<file path="src/rtl/cpu_defs.sv">
// -----------------------------------------------------------------------------
// cpu_defs
//   Shared CPU definitions used across the front end.
//   - `FETCH_NUM : number of instruction words the fetch stage delivers per cycle
//   - fetch_entry_t : one fetched instruction word plus its virtual address and
//                     the instruction-address exception flag raised by fetch
// -----------------------------------------------------------------------------
`ifndef FETCH_NUM
`define FETCH_NUM 2
`endif

package cpu_defs;

  typedef struct packed {
    logic [31:0] instr;     // raw instruction word
    logic [31:0] vaddr;     // virtual address the word was fetched from
    logic        iaddr_ex;  // instruction address exception detected at fetch
  } fetch_entry_t;

endpackage

</file>
<file path="src/rtl/instr_fetch_queue.sv">
// -----------------------------------------------------------------------------
// instr_fetch_queue
//   Circular instruction queue between the fetch stage and decode.  Fetch writes
//   up to FETCH_NUM words per cycle; decode sees the oldest ISSUE_NUM words in
//   program order and consumes up to ISSUE_NUM of them per cycle.
//
//   Parameters
//     FETCH_NUM  words written per cycle (max)
//     ISSUE_NUM  words presented to / consumed by decode per cycle (max)
//     DEPTH      entry count; must be a power of two and >= 2*FETCH_NUM
//
//   Ports
//     clk         clock, all state updates on the rising edge
//     rst_n       asynchronous active-low reset (pointers and count only)
//     flush       drop all contents; wins over a same-cycle push and pop
//     push_valid  fetch offers a bundle
//     push_num    number of valid lanes in the bundle (lanes 0..push_num-1)
//     push_data   per-lane fetch entries
//     push_ready  at least FETCH_NUM free entries (registered count only)
//     pop_num     entries consumed by decode this cycle
//     out_data    oldest ISSUE_NUM entries, lane 0 is the oldest
//     out_valid   out_valid[i] = (count > i)
//     count       current occupancy
// -----------------------------------------------------------------------------
`ifndef FETCH_NUM
`define FETCH_NUM 2
`endif

module instr_fetch_queue
  import cpu_defs::*;
#(
  parameter int FETCH_NUM = `FETCH_NUM,
  parameter int ISSUE_NUM = 2,
  parameter int DEPTH     = 8
) (
  input  logic                           clk,
  input  logic                           rst_n,
  input  logic                           flush,
  input  logic                           push_valid,
  input  logic [$clog2(FETCH_NUM+1)-1:0] push_num,
  input  fetch_entry_t                   push_data [FETCH_NUM],
  output logic                           push_ready,
  input  logic [$clog2(ISSUE_NUM+1)-1:0] pop_num,
  output fetch_entry_t                   out_data  [ISSUE_NUM],
  output logic [ISSUE_NUM-1:0]           out_valid,
  output logic [$clog2(DEPTH+1)-1:0]     count
);

  localparam int PTR_W = $clog2(DEPTH);
  localparam int CNT_W = $clog2(DEPTH+1);
  localparam int PN_W  = $clog2(FETCH_NUM+1);

  // ---------------------------------------------------------------------------
  // State: entry storage (no reset) plus head/tail pointers and occupancy.
  // Pointers are exactly PTR_W bits wide so that wrap-around is free modulo
  // DEPTH; count is kept separately so full and empty are distinguishable.
  // ---------------------------------------------------------------------------
  fetch_entry_t     r_mem [DEPTH];
  logic [PTR_W-1:0] r_head;
  logic [PTR_W-1:0] r_tail;
  logic [CNT_W-1:0] r_count;

  logic [CNT_W-1:0] w_free;
  logic             w_push_ready;
  logic [PN_W-1:0]  w_push_len;
  logic             w_push_fire;
  logic [CNT_W-1:0] w_push_amt;
  logic [CNT_W-1:0] w_pop_amt;
  logic [CNT_W-1:0] w_count_next;
  logic [PTR_W-1:0] w_head_next;
  logic [PTR_W-1:0] w_tail_next;
  logic [PTR_W-1:0] w_wr_idx [FETCH_NUM];
  logic [PTR_W-1:0] w_rd_idx [ISSUE_NUM];

  // ---------------------------------------------------------------------------
  // Push side.  Readiness looks only at the registered count: a pop in the same
  // cycle earns no credit, which keeps push_ready (and hence the PC-generator
  // hold) off the decode-to-fetch combinational path.
  // ---------------------------------------------------------------------------
  assign w_free       = CNT_W'(DEPTH) - r_count;
  assign w_push_ready = (w_free >= CNT_W'(FETCH_NUM));

  // A lane count beyond the bundle width cannot be honoured; saturate it so a
  // malformed push_num never advances tail past the lanes actually written.
  assign w_push_len  = (push_num > PN_W'(FETCH_NUM)) ? PN_W'(FETCH_NUM) : push_num;
  assign w_push_fire = push_valid & w_push_ready;
  assign w_push_amt  = w_push_fire ? CNT_W'(w_push_len) : '0;

  // ---------------------------------------------------------------------------
  // Pop side.  Decode may ask for more than is held; only what is present is
  // removed, so head never overtakes tail.
  // ---------------------------------------------------------------------------
  assign w_pop_amt = (32'(pop_num) < 32'(r_count)) ? CNT_W'(pop_num) : r_count;

  // ---------------------------------------------------------------------------
  // Next-state arithmetic.  Pointer sums are truncated to PTR_W, which is the
  // modulo-DEPTH wrap because DEPTH is a power of two.
  // ---------------------------------------------------------------------------
  assign w_count_next = r_count + w_push_amt - w_pop_amt;
  assign w_head_next  = r_head + PTR_W'(w_pop_amt);
  assign w_tail_next  = r_tail + PTR_W'(w_push_amt);

  // Per-lane write and read indices; lane order survives the DEPTH-1 -> 0 wrap.
  generate
    for (genvar gi = 0; gi < FETCH_NUM; gi++) begin : g_wr_idx
      assign w_wr_idx[gi] = r_tail + PTR_W'(gi);
    end
    for (genvar gi = 0; gi < ISSUE_NUM; gi++) begin : g_rd_idx
      assign w_rd_idx[gi] = r_head + PTR_W'(gi);
    end
  endgenerate

  // ---------------------------------------------------------------------------
  // Pointer / count registers.  flush has priority over push and pop.
  // ---------------------------------------------------------------------------
  always_ff @(posedge clk or negedge rst_n) begin
    if (!rst_n) begin
      r_head  <= '0;
      r_tail  <= '0;
      r_count <= '0;
    end else if (flush) begin
      r_head  <= '0;
      r_tail  <= '0;
      r_count <= '0;
    end else begin
      r_head  <= w_head_next;
      r_tail  <= w_tail_next;
      r_count <= w_count_next;
    end
  end

  // ---------------------------------------------------------------------------
  // Entry storage.  Contents need no reset: an entry is only ever observed
  // after it has been written, because out_valid is derived from count.
  // The write is suppressed under flush so a discarded bundle never lands.
  // ---------------------------------------------------------------------------
  always_ff @(posedge clk) begin
    if (w_push_fire && !flush) begin
      for (int i = 0; i < FETCH_NUM; i++) begin
        if (PN_W'(i) < w_push_len) begin
          r_mem[w_wr_idx[i]] <= push_data[i];
        end
      end
    end
  end

  // ---------------------------------------------------------------------------
  // Outputs.  out_data reads straight from storage at head, so a word pushed
  // this cycle appears only after the edge that writes it (no bypass).
  // ---------------------------------------------------------------------------
  generate
    for (genvar gi = 0; gi < ISSUE_NUM; gi++) begin : g_out
      assign out_data[gi]  = r_mem[w_rd_idx[gi]];
      assign out_valid[gi] = (32'(r_count) > gi);
    end
  endgenerate

  assign push_ready = w_push_ready;
  assign count      = r_count;

  // Occupancy can never exceed the storage size.
  a_count_bound : assert property (@(posedge clk) disable iff (!rst_n) (32'(r_count) <= DEPTH));

endmodule

</file>
<file path="config.mk">
export PLATFORM = sky130hd
export DESIGN_NAME = instr_fetch_queue
export DESIGN_NICKNAME = d
export VERILOG_FILES = /design/src/rtl/cpu_defs.sv /design/src/rtl/instr_fetch_queue.sv
export SDC_FILE = /design/constraint.sdc
export NUM_CORES = 1
export LEC_CHECK = 0
export CORE_ASPECT_RATIO = 1.1
export CORE_MARGIN = 3
export CORE_UTILIZATION = 59
export DETAILED_ROUTE_END_ITERATION = 7
export PLACE_DENSITY = 0.81
export SLEW_MARGIN = 30
export SYNTH_ARGS = -nofsm -noshare
export SYNTH_HDL_FRONTEND = slang
export SYNTH_SLANG_ARGS = --single-unit
</file>
<file path="constraint.sdc">
create_clock -name clk -period 6.74 [get_ports clk]
set_input_delay 1.348 -clock clk [delete_from_list [all_inputs] [get_ports clk]]
set_output_delay 1.348 -clock clk [all_outputs]
set_load 0.01 [all_outputs]
</file>
==> reports/qor.txt, run 1 <==
outcome - finished, final reports clean
total track usage - 28.13%
vias - 18.05k
root buf cell - clkbuf_16
1st-iter DRT viols - 1486
CP max FO - 55
mux cell area share after synthesis - 45.44%
synthesized area per cell - 19.12 um^2
Hold Crit Start - r_tail[0]
CP Data Arrival Time - 4.12 ns
die height - 251.4 um
post-synth top area cell - edfxtp_1
Primary FF master, synth - edfxtp_1
critical path's slowest cell - ha_4
total CTS buffers - 56
Clock Path Buffers - 3
Tightest Pin Transition - 0.9823 ns
R2R depth - 13
final setup fails - 0
maximum VDD drop - 0.2848 mV
Std-Cell Rows - 89
DP Area - 35860 um^2
later-pin clock latency in the skew report - 0.61 ns
Distinct cells, synth - 37
Async SR Flop Fraction - 1.887%
Core Util, Final - 69.74%
CTS tree - built
H-tree Lvls - 2
syn_nets - 1846
clock-pin slew on the worst setup and hold paths - 0.06 ns
Synth Area in Simple Gates - 0.8213%
Seq/Total Area, Yosys - 49.12%
fraction of layout cells with a size suffix above 1 - 53.36%
fmax - 0.1829 GHz
synth top area cells - edfxtp_1 48%, mux2_4 19%, mux4_2 18%, mux2_2 8.7%, buf_6 1.7%
R2R Setup Slk - 2.36 ns
DRC Markers - 0
RSZ-0062 raised after global routing - false
clk_skew - 0.01485 ns
Hold Fails Final Rpt - 0
setup tns final - 0 ns
CP Class - reg -> out
DIE WIDTH - 229.1 um
Starting Density - 59.93%
Post-DP HPWL - 47.64 mm
fin nets - 2093
Crit path max-delay family - buffers and inverters
R2R Path End - count[3]
data required time of the critical path - 5.39 ns
reg2reg start - count[1]
leakage - 12.51 nW
clk sinks - 530
post-synthesis register bit count - 530
max cap viols - 0
Critical path origin - r_head[0]
final worst path period need - 5.467 ns
worst-path cell chain - ha_4 -> buf_4 -> mux4_2 -> mux2_2 -> clkdlybuf4s50_1
Period Utilization, post-route - 81.11%
top cell type's share of synthesized area - 48.35%
Routed WL - 81.22 mm
xor/xnor share of the synthesized area - 0.2944%
largest net degree at the start of global routing - 142
Power Density - 363.7 nW/um^2
gpl congestion - 0.7959
buffers and inverters on the worst path - 2
DR WL/cell - 29.94 um
antenna-violating nets left - 0
vias per cell - 6.654
global-route wire length before repair - 121.2 mm
Layout area overhead - 16.37%
Post-Synthesis Cells - 1689
total grt overflow - 0
EDFF count, synth - 520
nature of the critical path startpoint - register
Pre-antenna DRT Iters - 5
HP Class - reg -> reg
I/O Pins - 275
number of cells on the worst hold path - 2
cts repair resizes - 0
Worst Setup End Kind - primary output
adder-cell share of the synthesized area - 0.8058%
fill cell count - 3486
Worst path depth - 5
Post-Syn Area - 32300 um^2
most instantiated library cell after synthesis - edfxtp_1
most frequent cells after synthesis - 520 x edfxtp_1, 400 x mux2_4, 260 x mux4_2
Final Slew Violations - 0
Port Buffers - 274
fin area - 37590 um^2
vias in the first global route - 19.07k
Ys Warns - 0
Post-CTS Setup Inserts - 0
initial antenna violation count - 13
Hold-fix buffers, CTS - 0
core area - 53900 um^2
Worst slew margin - 34.36%
hold endpoint - r_tail[0]
largest family of logic cells by synthesized area - multiplexers
Die ar. - 57590 um^2
complex-gate fraction of the synthesized area - 0.5423%
CP max stage delay - 0.98 ns
[report_power, final]
part	switching [mW]	leakage (nW)	internal (mW)
Combinational	2.99	6.87	3.71
Clock	1.25	0.815	1.61
Sequential	0.228	4.83	3.89
Total	4.46	12.5	9.21
[through the flow]
| stage | worst slack, ns | hold slack [ns] | power, mW | std cells |
|---|---|---|---|---|
| 6_report | 1.273 | 0.7358 | 13.67 | 2713 |
| 5_1_grt | 1.111 | 0.7503 | 14.22 | 2710 |
| 4_1_cts | 1.211 | 0.7276 | 13.76 | 2703 |
| 3_5_place_dp | 1.881 | 0.7019 | 10.88 | 2604 |
| 3_3_place_gp | 1.914 | 0.6947 | 10.75 | 2598 |
| 2_1_floorplan | 1.145 | 0.6119 | 8.162 | 1689 |
[final cells by class]
type                            instances  area, um^2  area share (%)
Tap cell                              728       910.9           2.423
Multi-Input combinational cell       1014       15670           41.68
Antenna cell                            8       20.02         0.05326
Sequential cell                       530       15880           42.24
Timing Repair Buffer                  320        3403           9.055
Inverter                               14       52.55          0.1398
Clock inverter                         21       122.6          0.3262
Clock buffer                           78        1535           4.085
[kinds of logic (layout without fill, tap and decap cells)]
family / after synthesis / count (layout)
simple gates: 48 / 48
fa+ha+maj: 19 / 19
other cells: 0 / 8
flops: 530 / 530
xor+xnor: 10 / 10
buf+inv: 145 / 433
mux: 910 / 910
compound gates: 27 / 27
[cell usage in the layout (no fill, tap or decap), types with 7 or more instances in the layout]
master / netlist / routed
clkbuf_16: 0 / 57
clkdlybuf4s50_1: 0 / 274
buf_4: 0 / 23
clkinv_1: 0 / 8
ha_1: 16 / 15
clkbuf_1: 33 / 18
diode_2: 0 / 8
nand3_1: 13 / 13
clkinv_2: 0 / 11
buf_12: 0 / 16
dfrtp_1: 10 / 7
edfxtp_1: 520 / 520
nand2_1: 8 / 8
mux2_2: 250 / 250
nor2_1: 8 / 8
mux2_4: 400 / 400
mux4_2: 260 / 260
inv_1: 14 / 14
a21oi_4: 0 / 16
[sequential cells by signal, summed over array words and instances (netlist names)]
| name | count |
|---|---|
| count | 4 |
| r_head | 3 |
| r_mem | 520 |
| r_tail | 3 |
[metal layers]
layer	share of wire [%]	track usage, %	vias up
met5	0.081	0	-
met2	51	48.79	716
met3	6.9	5.179	158
met1	39	36.52	9630
met4	2.8	8.499	10
li1	-	-	7538
[worst register-to-register path, delay by kind of cell, from the launching register on]
kind / cells / cell delay [ns]
AND/OR/NAND/NOR: 5 / 2.08
adder cells (fa/ha/maj): 3 / 0.76
flip-flops: 1 / 0.51
buffers and inverters: 2 / 0.38
XOR/XNOR: 2 / 0.31
AO/OA/AOI/OAI: 1 / 0.20
[worst max path at each step]
stage / endpoint / slack [ns]
after detailed placement: out_data[60] / 1.88
after floorplan: r_mem[5][0] / 1.14
after CTS: out_data[60] / 1.21
after global placement: out_data[27] / 1.91
final: out_data[27] / 1.27
after global routing: out_data[34] / 1.11
Power figures use the tool's default switching activity.
==> run 2, diff against run 1 <==
- CORE_UTILIZATION: 59 -> 54
- PLACE_DENSITY: 0.81 -> 0.78
- clock period: 6.74 -> 4.96 ns (I/O delays scaled with it)
==> run 2 against run 1 <==
- global-route usage fell by 1.9 points
- hold slack got worse by 0.019 ns
- sequential power rose by 33%
- via count rose by 0.11%
- first-iteration DRC count rose by 3.0%
- clock skew fell by 0.0018 ns
- largest cell class unchanged
- total power rose by 38%
- non-clock buffer count fell by 1
- critical path depth did not move
==> reports/qor.txt, run 2 (same netlist as run 1, synthesis figures left out) <==
cts repair resizes - 0
max cap viols - 0
Period Utilization, post-route - 91.31%
clock-pin slew on the worst setup and hold paths - 0.06 ns
leakage - 12.55 nW
CP Data Arrival Time - 3.54 ns
Std-Cell Rows - 93
global-route wire length before repair - 122.6 mm
Final Slew Violations - 0
clk_skew - 0.01301 ns
CTS tree - built
Tot Pwr - 18.91 mW
Seq pwr share - 28.9%
fin nets - 2089
DR WL/cell - 30.09 um
fill cell count - 4046
die height - 262.5 um
total CTS buffers - 53
Logic pwr share - 49.8%
Port Buffers - 274
placed cell count - 2637
most frequent cells in the layout - 520 x edfxtp_1, 400 x mux2_4, 274 x clkdlybuf4s50_1, 260 x mux4_2, 250 x mux2_2
initial antenna violation count - 17
DIE WIDTH - 239.2 um
critical path's slowest cell - ha_4
vias - 18.07k
I/O Pins - 275
final setup fails - 0
Routed WL - 82.69 mm
clk sinks - 530
fin area - 37720 um^2
Hold WS - 0.7173 ns
reported net switching power - 6.182 mW
fraction of layout cells with a size suffix above 1 - 53.49%
Multi-input gate area - 15670 um^2
Hold-fix buffers, CTS - 0
total grt overflow - 0
root buf cell - clkbuf_16
max FFs per register - 520
HP Class - in -> async
P_int - 12.73 mW
antenna-violating nets left - 0
Layout Cells excl Fill - 2748
Die ar. - 62790 um^2
setup tns final - 0 ns
DRC Markers - 0
Hold Fails Final Rpt - 0
vias in the first global route - 19.22k
Final Worst Setup Slack - 0.4308 ns
gpl congestion - 0.8320
Power Density - 501.4 nW/um^2
maximum VDD drop - 0.4956 mV
later-pin clock latency in the skew report - 0.59 ns
RSZ-0062 raised after global routing - false
H-tree Lvls - 2
CP max stage delay - 0.75 ns
Post-DP HPWL - 48.08 mm
nature of the critical path startpoint - register
clock power share - 21.3%
sw frac - 32.69%
R2R Setup Slk - 1.38 ns
Worst Setup End Kind - primary output
core area - 58880 um^2
1st-iter DRT viols - 1531
final worst path period need - 4.529 ns
largest net degree at the start of global routing - 117
DP Area - 35970 um^2
Post-CTS Setup Inserts - 0
CP Class - reg -> out
Layout area overhead - 16.80%
data required time of the critical path - 3.97 ns
CP max FO - 36
total track usage - 26.20%
register area - 15880 um^2
worst-path cell chain - ha_4 -> buf_12 -> mux4_2 -> mux2_2 -> clkdlybuf4s50_1
post-placement worst setup slack - 0.9779 ns
Tightest Pin Transition - 0.9631 ns
Starting Density - 54.86%
outcome - finished, final reports clean
most common cell after layout, fill and taps aside - edfxtp_1
Pre-antenna DRT Iters - 5
Worst slew margin - 35.79%
Clock Path Buffers - 3
Core Util, Final - 64.07%
fmax - 0.2208 GHz
vias per cell - 6.576
==> run 2: cell count changes in the layout (fill, tap and decap cells not counted) <==
cell and change:
clkbuf_8 -3, buf_8 -2, clkbuf_16 -2, diode_2 +4, clkbuf_1 -11, clkinv_1 +8
bufinv_16 +5, inv_6 +1, buf_4 -5, clkinv_2 +2, buf_12 +10, buf_16 -4
==> run 2: per-layer routing <==
layer  track usage (%)  routed length [um]  up-vias
li1                  -                   -     7540
met1             34.31               32360     9655
met2             44.21               41710      730
met3             5.069                6268      134
met4             8.599                2261       12
met5                 0                  89        -
==> run 2: final cells by class <==
cell class              count  share of cell area (%)
diodes                     12                 0.07960
clock buffers              62                   3.718
clock inverters            37                  0.8524
inverters                  14                  0.1393
multi-input cells        1014                   41.52
flip-flops and latches    530                   42.08
well taps                 760                   2.521
repair buffers            319                   9.081
==> run 2: path summary, 6_finish.rpt <==
check | startpoint | to | cells past startpoint
min | rst_n | r_tail[0] | 1
max | r_head[0] | out_data[4] | 5
min reg2reg | r_tail[0] | r_tail[0] | 2
max reg2reg | count[1] | count[3] | 15
max in group asynchronous | rst_n | r_head[2] | 1
min in group clk | r_tail[0] | r_tail[0] | 2
==> run 2: critical path: cells and delay by family (launching register included) <==
family     cells  cell delay, ns
flops          1            0.63
mux            2            0.68
fa+ha+maj      1            0.75
buf+inv        2            0.87
==> run 2: power groups by stage <==
stage / sequential [mW] / combinational, mW / clock, mW
detailed placement: 5.56 / 9.44 / 0
floorplan: 5.49 / 5.61 / 0
finish: 5.47 / 9.42 / 4.02
CTS: 5.47 / 9.51 / 4.08
global route: 5.50 / 9.91 / 4.24
global placement: 5.53 / 9.36 / 0
==> run 3, diff against run 2 <==
- CTS_CLUSTER_SIZE: not set -> 8
==> run 3 against run 2 <==
- design area increased by 0.85%
- via count up 0.40%
- worst setup slack barely moved
- global-route usage increased by 0.52 points
- die area did not move
- non-clock buffer count unchanged
- final cell count shrank 0.25%
- combinational power is essentially flat
- sequential power is essentially flat
- clock power rose by 15%
- largest cell class unchanged
==> reports/qor.txt, run 3 (same netlist as run 1, synthesis figures left out) <==
Final Worst Setup Slack - 0.4311 ns
reg2reg start - count[1]
most frequent cells in the layout - 520 x edfxtp_1, 400 x mux2_4, 274 x clkdlybuf4s50_1, 260 x mux4_2, 250 x mux2_2
Std-Cell Rows - 93
Worst slew margin - 36.12%
fraction of layout cells with a size suffix above 1 - 53.86%
setup tns final - 0 ns
nature of the critical path startpoint - register
Critical path origin - r_head[0]
Port Buffers - 274
maximum VDD drop - 0.4945 mV
Routed WL - 83.52 mm
RSZ-0062 raised after global routing - false
CP max FO - 39
cts repair resizes - 0
largest net degree at the start of global routing - 117
vias in the first global route - 19.42k
Core Util, Final - 64.62%
total grt overflow - 0
initial antenna violation count - 17
global-route wire length before repair - 124.3 mm
total track usage - 26.72%
fin nets - 2112
1st-iter DRT viols - 1602
Clock Path Buffers - 3
gpl congestion - 0.8320
Final Slew Violations - 0
Hold WS - 0.7286 ns
Die ar. - 62790 um^2
max cap viols - 0
Layout area overhead - 17.79%
R2R Setup Slk - 1.37 ns
DIE WIDTH - 239.2 um
HP Class - in -> async
vias - 18.14k
Multi-input gate area - 15670 um^2
most common cell after layout, fill and taps aside - edfxtp_1
CP Class - reg -> out
root buf cell - clkbuf_16
core area - 58880 um^2
register area - 15880 um^2
Hold Fails Final Rpt - 0
data required time of the critical path - 3.97 ns
Post-CTS Setup Inserts - 0
DRC Markers - 0
final setup fails - 0
Period Utilization, post-route - 91.31%
post-placement worst setup slack - 0.9779 ns
R2R depth - 15
final worst path period need - 4.529 ns
I/O Pins - 275
fmax - 0.2208 GHz
antenna-violating nets left - 0
clock-pin slew on the worst setup and hold paths - 0.05 ns
CP Capture Point - out_data[55]
placed cell count - 2637
clk sinks - 530
later-pin clock latency in the skew report - 0.61 ns
max FFs per register - 520
Post-DP HPWL - 48.08 mm
R2R Path End - count[3]
die height - 262.5 um
clk_skew - 0.01999 ns
Tot Pwr - 19.54 mW
CP Data Arrival Time - 3.54 ns
H-tree Lvls - 3
DP Area - 35970 um^2
DR WL/cell - 30.47 um
vias per cell - 6.619
fill cell count - 3990
Tightest Pin Transition - 0.9582 ns
CTS tree - built
leakage - 12.69 nW
Pre-antenna DRT Iters - 5
Layout Cells excl Fill - 2741
Power Density - 513.6 nW/um^2
Worst Setup End Kind - primary output
fin area - 38050 um^2
Hold-fix buffers, CTS - 0
total CTS buffers - 76
outcome - finished, final reports clean
Starting Density - 54.86%
-- run 3: cell count changes in the layout (fill, tap and decap cells not counted), sizes merged --
cell      before  now
diode         12   11
bufinv         6    1
clkbuf        62   91
inv           15   14
clkinv        29    1
clkinvlp       1    0
-- run 3: per-layer routing --
layer  global-route usage, %  part of all wire [%]
met1                   34.49                    39
met2                   44.33                    51
met3                   5.510                   7.3
met4                   10.97                   3.0
met5                       0                 0.090
-- run 3: final cells by class --
| cell class | instances | area share (%) |
|---|---|---|
| diodes | 11 | 0.07235 |
| clock buffers | 91 | 5.259 |
| clock inverters | 2 | 0.1217 |
| inverters | 14 | 0.1381 |
| multi-input cells | 1014 | 41.17 |
| flip-flops and latches | 530 | 41.73 |
| well taps | 760 | 2.499 |
| repair buffers | 319 | 9.005 |
-- run 3: power breakdown --
group	switching [mW]	total (mW)	internal (mW)
clock	1.81	4.64	2.83
combinational	4.29	9.42	5.13
sequential	0.190	5.48	5.29
-- run 3: how the worst min path moves through the flow --
stage               from  cells past startpoint  slack (ns)        end
6_report           rst_n                      1        0.73   count[3]
5_1_grt            rst_n                      1        0.77  r_head[2]
3_5_place_dp   r_tail[0]                      2        0.74  r_tail[0]
2_1_floorplan  r_head[0]                      2        0.61  r_head[0]
3_3_place_gp   r_tail[0]                      2        0.69  r_tail[0]
4_1_cts            rst_n                      1        0.71  r_head[2]
-- run 3: critical path: stages (launching register included) --
cell,delay (ns)
dfrtp_4,0.63
ha_4,0.73
buf_12,0.34
mux4_2,0.37
mux2_2,0.32
clkdlybuf4s50_1,0.50
